### config.mk
export PLATFORM = sky130hd
export DESIGN_NAME = twobit_run_controller
export DESIGN_NICKNAME = d
export VERILOG_FILES = /design/src/rtl/twobit_ctrl_pkg.sv /design/src/rtl/twobit_prog_mem.sv /design/src/rtl/twobit_run_controller.sv
export SDC_FILE = /design/constraint.sdc
export NUM_CORES = 1
export LEC_CHECK = 0
export BUFFER_PORTS_ARGS = -buffer_cell sky130_fd_sc_hd__clkbuf_2
export CAP_MARGIN = 20
export CELL_PAD_IN_SITES_DETAIL_PLACEMENT = 0
export CELL_PAD_IN_SITES_GLOBAL_PLACEMENT = 1
export CORE_MARGIN = 2
export CORE_UTILIZATION = 40
export CTS_CLUSTER_DIAMETER = 150
export CTS_CLUSTER_SIZE = 30
export DETAILED_ROUTE_END_ITERATION = 10
export HOLD_SLACK_MARGIN = 0.08
export PLACE_DENSITY_LB_ADDON = 0.1
export SETUP_SLACK_MARGIN = 0.05
export SYNTH_ARGS = -nofsm -noshare
export SYNTH_HDL_FRONTEND = slang
export SYNTH_HIERARCHICAL = 1
export SYNTH_SLANG_ARGS = --single-unit
### constraint.sdc
create_clock -name CLK -period 2.86 [get_ports CLK]
set_input_delay 0.572 -clock CLK [delete_from_list [all_inputs] [get_ports CLK]]
set_output_delay 0.572 -clock CLK [all_outputs]
set_load 0.05 [all_outputs]
### src/rtl/twobit_ctrl_pkg.sv
// Shared types and constants for the 2-bit computer run controller.
package twobit_ctrl_pkg;

  // Controller sequencing states.
  typedef enum logic [2:0] {
    ST_IDLE  = 3'd0,
    ST_CRST  = 3'd1,
    ST_RUN   = 3'd2,
    ST_PAUSE = 3'd3,
    ST_PSTEP = 3'd4,
    ST_DONE  = 3'd5
  } ctrl_state_e;

  // Instruction encodings {D1,D0} held in the program store.
  localparam logic [1:0] OP_INC = 2'b00;
  localparam logic [1:0] OP_JNO = 2'b01;
  localparam logic [1:0] OP_HLT = 2'b10;
  localparam logic [1:0] OP_NOP = 2'b11;

endpackage

### src/rtl/twobit_prog_mem.sv
// 4-word x 2-bit program store feeding the core's X/Y RAM multiplexers.
// Bit i of o_prog_lsb is D0 of word i, bit i of o_prog_msb is D1 of word i.
module twobit_prog_mem
  import twobit_ctrl_pkg::*;
(
  input  logic       i_clk,
  input  logic       i_srst,
  input  logic       i_wr_en,
  input  logic [1:0] i_wr_addr,
  input  logic [1:0] i_wr_data,
  output logic [3:0] o_prog_lsb,
  output logic [3:0] o_prog_msb
);

  logic [1:0] r_mem [4];

  // Storage update: clear to all-INC on reset, otherwise write the addressed word.
  always_ff @(posedge i_clk) begin
    if (i_srst) begin
      for (int i = 0; i < 4; i++) begin
        r_mem[i] <= OP_INC;
      end
    end else if (i_wr_en) begin
      r_mem[i_wr_addr] <= i_wr_data;
    end
  end

  // Flatten the words into the two multiplexer select buses.
  always_comb begin
    o_prog_lsb = 4'b0000;
    o_prog_msb = 4'b0000;
    for (int i = 0; i < 4; i++) begin
      o_prog_lsb[i] = r_mem[i][0];
      o_prog_msb[i] = r_mem[i][1];
    end
  end

endmodule

### src/rtl/twobit_run_controller.sv
// Run controller for the 2-bit computer: program loading, core reset,
// run / single-step sequencing, clock gating and a run-cycle budget.
module twobit_run_controller
  import twobit_ctrl_pkg::*;
#(
  parameter int unsigned MAX_CYCLES   = 64,
  parameter int unsigned RESET_CYCLES = 2
) (
  input  logic       CLK,
  input  logic       Reset,
  input  logic       wr_valid,
  output logic       wr_ready,
  input  logic [1:0] wr_addr,
  input  logic [1:0] wr_data,
  input  logic       start,
  input  logic       step_mode,
  input  logic       step,
  input  logic       halt_in,
  output logic [3:0] prog_lsb,
  output logic [3:0] prog_msb,
  output logic       core_reset,
  output logic       core_run,
  output logic       busy,
  output logic       done,
  output logic       timeout,
  output logic [7:0] cycle_count
);

  localparam logic [7:0] LP_MAX      = 8'(MAX_CYCLES);
  localparam logic [3:0] LP_RST_LAST = 4'(RESET_CYCLES - 1);

  ctrl_state_e r_state;
  ctrl_state_e w_state_nxt;
  logic [3:0]  r_rst_cnt;
  logic [3:0]  w_rst_cnt_nxt;
  logic        r_step_mode;
  logic        w_step_mode_nxt;
  logic [7:0]  r_cycle_count;
  logic [7:0]  w_cycle_count_nxt;
  logic [7:0]  w_cycle_inc;
  logic        r_timeout;
  logic        w_timeout_nxt;
  logic        r_wr_ready;
  logic        r_core_reset;
  logic        r_core_run;
  logic        r_busy;
  logic        r_done;
  logic        w_wr_en;

  assign w_cycle_inc = r_cycle_count + 8'd1;
  // Writes are only honoured while the registered ready says so (IDLE/DONE).
  assign w_wr_en     = wr_valid & r_wr_ready;

  twobit_prog_mem u_prog_mem (
    .i_clk      (CLK),
    .i_srst     (Reset),
    .i_wr_en    (w_wr_en),
    .i_wr_addr  (wr_addr),
    .i_wr_data  (wr_data),
    .o_prog_lsb (prog_lsb),
    .o_prog_msb (prog_msb)
  );

  // Next-state, reset-hold counter, cycle budget and timeout decisions.
  always_comb begin
    w_state_nxt       = r_state;
    w_rst_cnt_nxt     = r_rst_cnt;
    w_step_mode_nxt   = r_step_mode;
    w_cycle_count_nxt = r_cycle_count;
    w_timeout_nxt     = r_timeout;
    case (r_state)
      ST_IDLE, ST_DONE: begin
        if (start) begin
          w_state_nxt       = ST_CRST;
          w_rst_cnt_nxt     = 4'd0;
          w_step_mode_nxt   = step_mode;
          w_cycle_count_nxt = 8'd0;
          w_timeout_nxt     = 1'b0;
        end else begin
          w_state_nxt = r_state;
        end
      end
      ST_CRST: begin
        if (r_rst_cnt == LP_RST_LAST) begin
          w_state_nxt = r_step_mode ? ST_PAUSE : ST_RUN;
        end else begin
          w_rst_cnt_nxt = r_rst_cnt + 4'd1;
        end
      end
      ST_RUN: begin
        // Halt wins over the budget: no increment, no timeout.
        if (halt_in) begin
          w_state_nxt = ST_DONE;
        end else begin
          w_cycle_count_nxt = w_cycle_inc;
          if (w_cycle_inc == LP_MAX) begin
            w_state_nxt   = ST_DONE;
            w_timeout_nxt = 1'b1;
          end else begin
            w_state_nxt = ST_RUN;
          end
        end
      end
      ST_PAUSE: begin
        if (halt_in) begin
          w_state_nxt = ST_DONE;
        end else if (step) begin
          w_state_nxt = ST_PSTEP;
        end else begin
          w_state_nxt = ST_PAUSE;
        end
      end
      ST_PSTEP: begin
        w_cycle_count_nxt = w_cycle_inc;
        if (w_cycle_inc == LP_MAX) begin
          w_state_nxt   = ST_DONE;
          w_timeout_nxt = 1'b1;
        end else begin
          w_state_nxt = ST_PAUSE;
        end
      end
      default: begin
        w_state_nxt = ST_IDLE;
      end
    endcase
  end

  // State register plus counters; outputs are decoded from the next state so
  // they are registered yet aligned with the state they describe.
  always_ff @(posedge CLK) begin
    if (Reset) begin
      r_state       <= ST_IDLE;
      r_rst_cnt     <= 4'd0;
      r_step_mode   <= 1'b0;
      r_cycle_count <= 8'd0;
      r_timeout     <= 1'b0;
      r_wr_ready    <= 1'b1;
      r_core_reset  <= 1'b1;
      r_core_run    <= 1'b0;
      r_busy        <= 1'b0;
      r_done        <= 1'b0;
    end else begin
      r_state       <= w_state_nxt;
      r_rst_cnt     <= w_rst_cnt_nxt;
      r_step_mode   <= w_step_mode_nxt;
      r_cycle_count <= w_cycle_count_nxt;
      r_timeout     <= w_timeout_nxt;
      r_wr_ready    <= (w_state_nxt == ST_IDLE) || (w_state_nxt == ST_DONE);
      r_core_reset  <= (w_state_nxt == ST_IDLE) || (w_state_nxt == ST_CRST);
      r_core_run    <= (w_state_nxt == ST_RUN)  || (w_state_nxt == ST_PSTEP);
      r_busy        <= (w_state_nxt == ST_CRST) || (w_state_nxt == ST_RUN) ||
                       (w_state_nxt == ST_PAUSE) || (w_state_nxt == ST_PSTEP);
      r_done        <= (w_state_nxt == ST_DONE);
    end
  end

  assign wr_ready    = r_wr_ready;
  assign core_reset  = r_core_reset;
  assign core_run    = r_core_run;
  assign busy        = r_busy;
  assign done        = r_done;
  assign timeout     = r_timeout;
  assign cycle_count = r_cycle_count;

endmodule
======== Yosys cells after proc, flatten, opt, wreduce, memory -nomap -nowiden ========
Memories as Yosys holds them, arrays and structs flattened.
Cells that the tools add are included.
storage, ports and cells
  memories ................................ 1
  word-level logic and storage cells ...... 71
  memory bits (writable) .................. 8
  flip-flop bits (word level) ............. 22
  bits of input ports ..................... 11
operators by class
  bitwise gates (word level) .............. 1
  multiplexer cells ....................... 27
  reductions and logical operators ........ 15
  add/subtract/negate cells ............... 2
  equal/unequal tests ..................... 15
memories
  name              depth  bits a word  rd ports  clocked after Yosys merged registers in  wr ports  RTL line               RTL
  u_prog_mem.r_mem  4      2            4         0                                        4         twobit_prog_mem.sv:15  logic [1:0] r_mem [4];
operators by type and width
  operator             number
  $pmux 8 s3           1
  $mux 3               7
  $mux 8               2
  $pmux 3 s5           1
  $eq 3x2->1 const B   4
  $eq 3x3->1 const B   4
  $mux 1               10
  $add 8x1->8 const B  1
  $eq 8x7->1 const B   1
  $mux 4               2
  $pmux 4 s2           1
  $eq 3x1->1 const B   2
  $logic_not 3->1      2
  $logic_or 1x1->1     6
  $ne 2x2->1 const B   3
  $reduce_and 3->1     2
  $add 4x1->4 const B  1
  $eq 4x1->1 const B   1
  $mux 2               2
  $reduce_or 2->1      2
  $pmux 1 s3           1
  $reduce_bool 3->1    1
  $reduce_and 2->1     1
  $reduce_bool 2->1    1
  $and 1x1->1          1

======== Depth between registers and ports, before layout ========
  depth after elaboration ................. 9
  mapped depth ............................ 9
  gate-level depth less buffers ........... 9

======== Cells and area by module ========
The synthesis kept the hierarchy.
by module, submodules not included
  module                 area an instance (um^2)  cells an instance  times used
  twobit_run_controller  1258.7                   147                1
  twobit_prog_mem        346.6                    26                 1

======== Least setup slack after synthesis ========
No wires, ideal clock.
  path kind ............................... register -> register
  start point ............................. reg r_cycle_count[0], in the netlist cycle_count[0]
  end point ............................... reg r_wr_ready, in the netlist wr_ready
  period minus slack after synthesis ...... 2.547 ns
  arrival time ............................ 2.427 ns
  setup slack ............................. 0.313 ns
  path buffers ............................ 0
  stages on the path, launching flop included .. 9
  cell sequence ........................... dfxtp_1 > ha_1 > nand3_1 > a211oi_2 > o21ai_1 > or4b_4 > nand3_1 > mux2i_1 > or2_1
on the way
  longest elaborated chain between the ends .. 7
  elaborated cells between the ends (all ways) .. 9
  those cells by class .................... add/sub: 1; eq/ne: 2; mux: 4; reduce/logical: 2
RTL lines
  what                                           RTL line                                                   RTL
  start: declaration                             twobit_run_controller.sv:38                                logic [7:0] r_cycle_count;
  start signal: assignment                       twobit_run_controller.sv:146                               r_cycle_count <= w_cycle_count_nxt;
  $add 8x1->8 *                                  twobit_run_controller.sv:50                                assign w_cycle_inc = r_cycle_count + 8'd1;
  $eq 8x7->1 *                                   twobit_run_controller.sv:96, twobit_run_controller.sv:115
  $mux 3                                         twobit_run_controller.sv:96                                if (w_cycle_inc == LP_MAX) begin
  $mux 3                                         twobit_run_controller.sv:92                                if (halt_in) begin
  $pmux 3 s5 *                                   twobit_run_controller.sv:71                                case (r_state)
  $eq 3x3->1 or $logic_not 3->1 (tied branches)  twobit_run_controller.sv:148                               r_wr_ready <= (w_state_nxt == ST_IDLE) || (w_state_nxt == ST_DONE);
  $logic_or 1x1->1 *                             twobit_run_controller.sv:148
  end signal: assignment                         twobit_run_controller.sv:148
  end: declaration                               twobit_run_controller.sv:43                                logic r_wr_ready;
Every way passes the cells marked *; elsewhere a longest branch is shown, timed or not.
A chain may end at the register's enable or synchronous reset.

======== Worst setup path after layout ========
Same ends and word-level chain as after synthesis.

==> metrics.log <==
[metrics] final setup violation count: 0
[metrics] worst reg-to-reg path cell count: 8
[metrics] number of sinks handled by clock tree synthesis: 30
[metrics] sum of buffers and inverters on the critical path: 0
[metrics] worst clock skew: 0.00450 ns
[metrics] worst vdd ir: 0.254 mV
[metrics] clock-pin transition on the worst setup and hold timing paths: around 0.060 ns
[metrics] Die Y-Extent: ~67 microns
[metrics] count of antenna diodes in the layout: 0
[metrics] prevailing post-synth register cell: sky130_fd_sc_hd__dfxtp_1
[metrics] largest cells by area after synthesis: sky130_fd_sc_hd__dfxtp_1 (27%), sky130_fd_sc_hd__edfxtp_1 (15%), sky130_fd_sc_hd__nor2_1 (8.2%), sky130_fd_sc_hd__xor2_1 (4.9%), sky130_fd_sc_hd__ha_1 (3.1%)
[metrics] GRT Total Usage: 0.150
[metrics] hold buffer count at CTS: 0
[metrics] Mean Syn Cell Area: 9.28 sq um
[metrics] maximum level of the CTS H-tree: 2
[metrics] wire length of the first global-routing pass: 5230 microns
[metrics] pin count of the biggest net entering global routing: 16
[metrics] worst hold path stage count: 2
[metrics] leakage power total: between 0.7 and 0.8 nW
[metrics] cell count after synthesis: approximately 170
[metrics] Crit. End Element: flip-flop
[metrics] switching part of the total power: 0.312
[metrics] CTS tree: done
[metrics] Post-Synthesis Cell Area: 0.00161 sq mm
[metrics] synthesis warning total: 6
[metrics] number of hold violations in the final report: 0
[metrics] maximum fanout along the worst path: 5
[metrics] cells resized by post-CTS repair: 0
[metrics] Port-buffer cells: 32
[metrics] Worst EP required: between 3 and 4 ns
[metrics] count leader, synth: sky130_fd_sc_hd__nor2_1
[metrics] syn_nets: about 190
[metrics] total DRC errors in the routed layout: 0
[metrics] slowest cell delay on critical path: about 0.54 ns
[metrics] final core utilization: 0.471
[metrics] crit share post-route: 0.815
[metrics] sequential fraction of the synthesis area: 0.424
[metrics] commonest cells in the netlist: sky130_fd_sc_hd__nor2_1 (35), sky130_fd_sc_hd__dfxtp_1 (22), sky130_fd_sc_hd__nand2_1 (10), sky130_fd_sc_hd__xor2_1 (9), sky130_fd_sc_hd__edfxtp_1 (8)
[metrics] Reg-to-Reg End: wr_ready$_SDFF_PP1_
[metrics] clock latency on the worst-skew pair: ~0.27 ns
[metrics] fraction of post-synthesis cell area in the top cell type by area: 0.274
[metrics] library cell with the largest summed area after synthesis: sky130_fd_sc_hd__dfxtp_1
[metrics] source of the worst hold timing path: timeout$_SDFFE_PP0P_
[metrics] iteration count of the initial detailed-routing pass: 4
[metrics] net switching power: about 0.34 mW
[metrics] Cell Chain, Critical Path: ha_1 -> nand3_1 -> a211oi_2 -> o21ai_1 -> or4b_4 -> nand3_1 -> mux2i_1 -> or2_1
[metrics] CP dominant cell by count: sky130_fd_sc_hd__nand3_1
[metrics] root buffer cell: sky130_fd_sc_hd__clkbuf_8
[metrics] P_int: roughly 0.75 mW
[metrics] worst max-slew margin expressed relative to the limit: 0.666
[metrics] Pwr Density: around 580 mW/mm^2
[metrics] wire per inst: ~12 microns
[metrics] RR Startpoint: cycle_count[0]$_SDFFE_PP0P_
[metrics] synthesized flop and latch total: 30
[metrics] maxcap violations: 0
[metrics] die footprint: between 0.004 and 0.005 sq mm
[metrics] I/O pin cnt: 33
[metrics] global route overflow: 0
[metrics] drt initial violations: 85
[metrics] number of global-route vias before repair: ~1300
[metrics] Post-CTS Setup Repair Bufs: 0
[metrics] total length of routed wires: roughly 3100 microns
[metrics] post-route minimum period: between 2 and 2.5 ns
[metrics] die width: slightly below 70 microns
[metrics] share of total power in combinational logic: 0.230
[metrics] Max Fclk: roughly 430 MHz
[metrics] Clock Tree Buf Depth: 2
[metrics] final count of pins violating max slew: 0
[metrics] type of the setup path with the least slack: flip-flop to flip-flop
[metrics] post-synthesis cell type count: 50
[metrics] Hold Path Sink: timeout$_SDFFE_PP0P_
[metrics] relative contribution of sequential cells to total power: 0.462
[metrics] count of antenna-violating nets left after detailed routing: 0
[metrics] average vias per placed instance: 4.98
[metrics] Total Negative Setup Slacks: 0 ns
[metrics] HP Class: flip-flop to flip-flop
[metrics] dpl hpwl: 2370 microns
[metrics] post-synthesis to final-layout area growth: 15.7%
[metrics] flop2flop setup slack: around 0.53 ns
[metrics] total via count in the routed design: between 1000 and 1500
[metrics] share of flip-flops with an asynchronous set or reset after synthesis: 0
[metrics] unrepaired setup endpoints after global routing: no
[metrics] count of flip-flops with a built-in enable after synthesis: 8
[metrics] initial antenna violation count: 0
[metrics] Initial Utilization: 0.407
[metrics] fraction of power consumed by the clock network: 0.308
[metrics] sort of element at the start of the critical path: flip-flop
[metrics] transition time of the tightest slew-check pin: ~0.5 ns
[metrics] fraction of final layout cells sized beyond drive strength 1: 0.259
[metrics] top cell family by delay on the critical path: simple AND/OR/NAND/NOR gates
[metrics] Data arrival, critical path: between 2 and 2.5 ns
[metrics] CTS Buf Count: 5
[metrics] number of nets in the layout: between 200 and 250
[metrics] RD Place Congestion: about 0.8
[metrics] Worst path slowest cell: sky130_fd_sc_hd__or4b_4
[metrics] number of placement rows: 23
[metrics] core box area: between 0.003 and 0.004 sq mm
[metrics] outcome: finished clean
how the worst max path moves through the flow:
stage / startpoint / endpoint / depth (start not counted)
after global placement: cycle_count[0]$_SDFFE_PP0P_ / wr_ready$_SDFF_PP1_ / 8
after global routing: cycle_count[0]$_SDFFE_PP0P_ / wr_ready$_SDFF_PP1_ / 8
after CTS: cycle_count[0]$_SDFFE_PP0P_ / wr_ready$_SDFF_PP1_ / 8
final: cycle_count[0]$_SDFFE_PP0P_ / wr_ready$_SDFF_PP1_ / 8
after floorplan: cycle_count[0]$_SDFFE_PP0P_ / wr_ready$_SDFF_PP1_ / 8
after detailed placement: cycle_count[0]$_SDFFE_PP0P_ / wr_ready$_SDFF_PP1_ / 8
power groups by stage:
stage | Combinational (mW) | Sequential, mW | Clock [mW]
2_1_floorplan | 0.142 | 0.568 | 0
3_3_place_gp | 0.248 | 0.510 | 0
3_5_place_dp | 0.251 | 0.511 | 0
4_1_cts | 0.252 | 0.502 | 0.344
5_1_grt | 0.278 | 0.507 | 0.363
6_report | 0.249 | 0.501 | 0.335
layout make-up:
type / instances / area, sq um
clock buffers: 7 / 86.3
inverters: 7 / 26.3
clock inverters: 1 / 5.00
fillers: 380 / 2090
flip-flops and latches: 30 / 681
repair buffers: 32 / 160
well taps: 50 / 62.6
multi-input cells: 128 / 836
worst reg2reg max path, stage by stage, from the launching register on:
cell	delay, ns
sky130_fd_sc_hd__dfxtp_1	0.45
sky130_fd_sc_hd__ha_1	0.27
sky130_fd_sc_hd__nand3_1	0.16
sky130_fd_sc_hd__a211oi_2	0.25
sky130_fd_sc_hd__o21ai_1	0.13
sky130_fd_sc_hd__or4b_4	0.54
sky130_fd_sc_hd__nand3_1	0.12
sky130_fd_sc_hd__mux2i_1	0.09
sky130_fd_sc_hd__or2_1	0.22
through the flow:
step                area [sq um]  cells  hold slack (ns)  power, mW  setup WS (ns)
finish                      1860    255            0.485       1.09          0.530
global placement            1770    247            0.486      0.758          0.604
CTS                         1860    255            0.501       1.10          0.507
floorplan                   1610    173            0.503      0.710          0.313
detailed placement          1770    247            0.487      0.762          0.516
global route                1860    255            0.538       1.15          0.335
flip-flops by register name, summed over array words and instances (netlist names):
name              count
core_reset            1
r_rst_cnt             4
timeout               1
r_step_mode           1
done                  1
cycle_count           8
busy                  1
u_prog_mem/r_mem      8
wr_ready              1
core_run              1
r_state               3
logic make-up (layout without fill, tap and decap cells):
logic type,count (synthesis),count (layout),synth area share
AND/OR/NAND/NOR,81,81,0.267
flip-flops,30,30,0.424
AO/OA/AOI/OAI,29,29,0.144
buffers and inverters,15,47,0.0553
XOR/XNOR,12,12,0.0655
adder cells (fa/ha/maj),4,4,0.0312
multiplexers,2,2,0.0125
cells in the final DEF, fill, tap and decap left out, types with 4 or more instances in the layout:
cell type and count:
sky130_fd_sc_hd__dfxtp_1 22, sky130_fd_sc_hd__nand2_1 10, sky130_fd_sc_hd__clkbuf_2 32, sky130_fd_sc_hd__inv_1 7, sky130_fd_sc_hd__a21oi_1 5, sky130_fd_sc_hd__xor2_1 9, sky130_fd_sc_hd__ha_1 4, sky130_fd_sc_hd__nand3_1 4
sky130_fd_sc_hd__nand2b_1 5, sky130_fd_sc_hd__edfxtp_1 8, sky130_fd_sc_hd__nor2_1 35, sky130_fd_sc_hd__nor3_1 4, sky130_fd_sc_hd__clkbuf_8 6
metal layers:
| metal | vias to the layer above | track usage | wire [microns] |
|---|---|---|---|
| li1 | 659 | - | - |
| met1 | 586 | 0.159 | 1320 |
| met2 | 24 | 0.288 | 1600 |
| met3 | 2 | 0.0433 | 125 |
| met4 | 0 | 0.0383 | 17 |
| met5 | - | 0 | 0 |
Power figures use the tool's default switching activity.
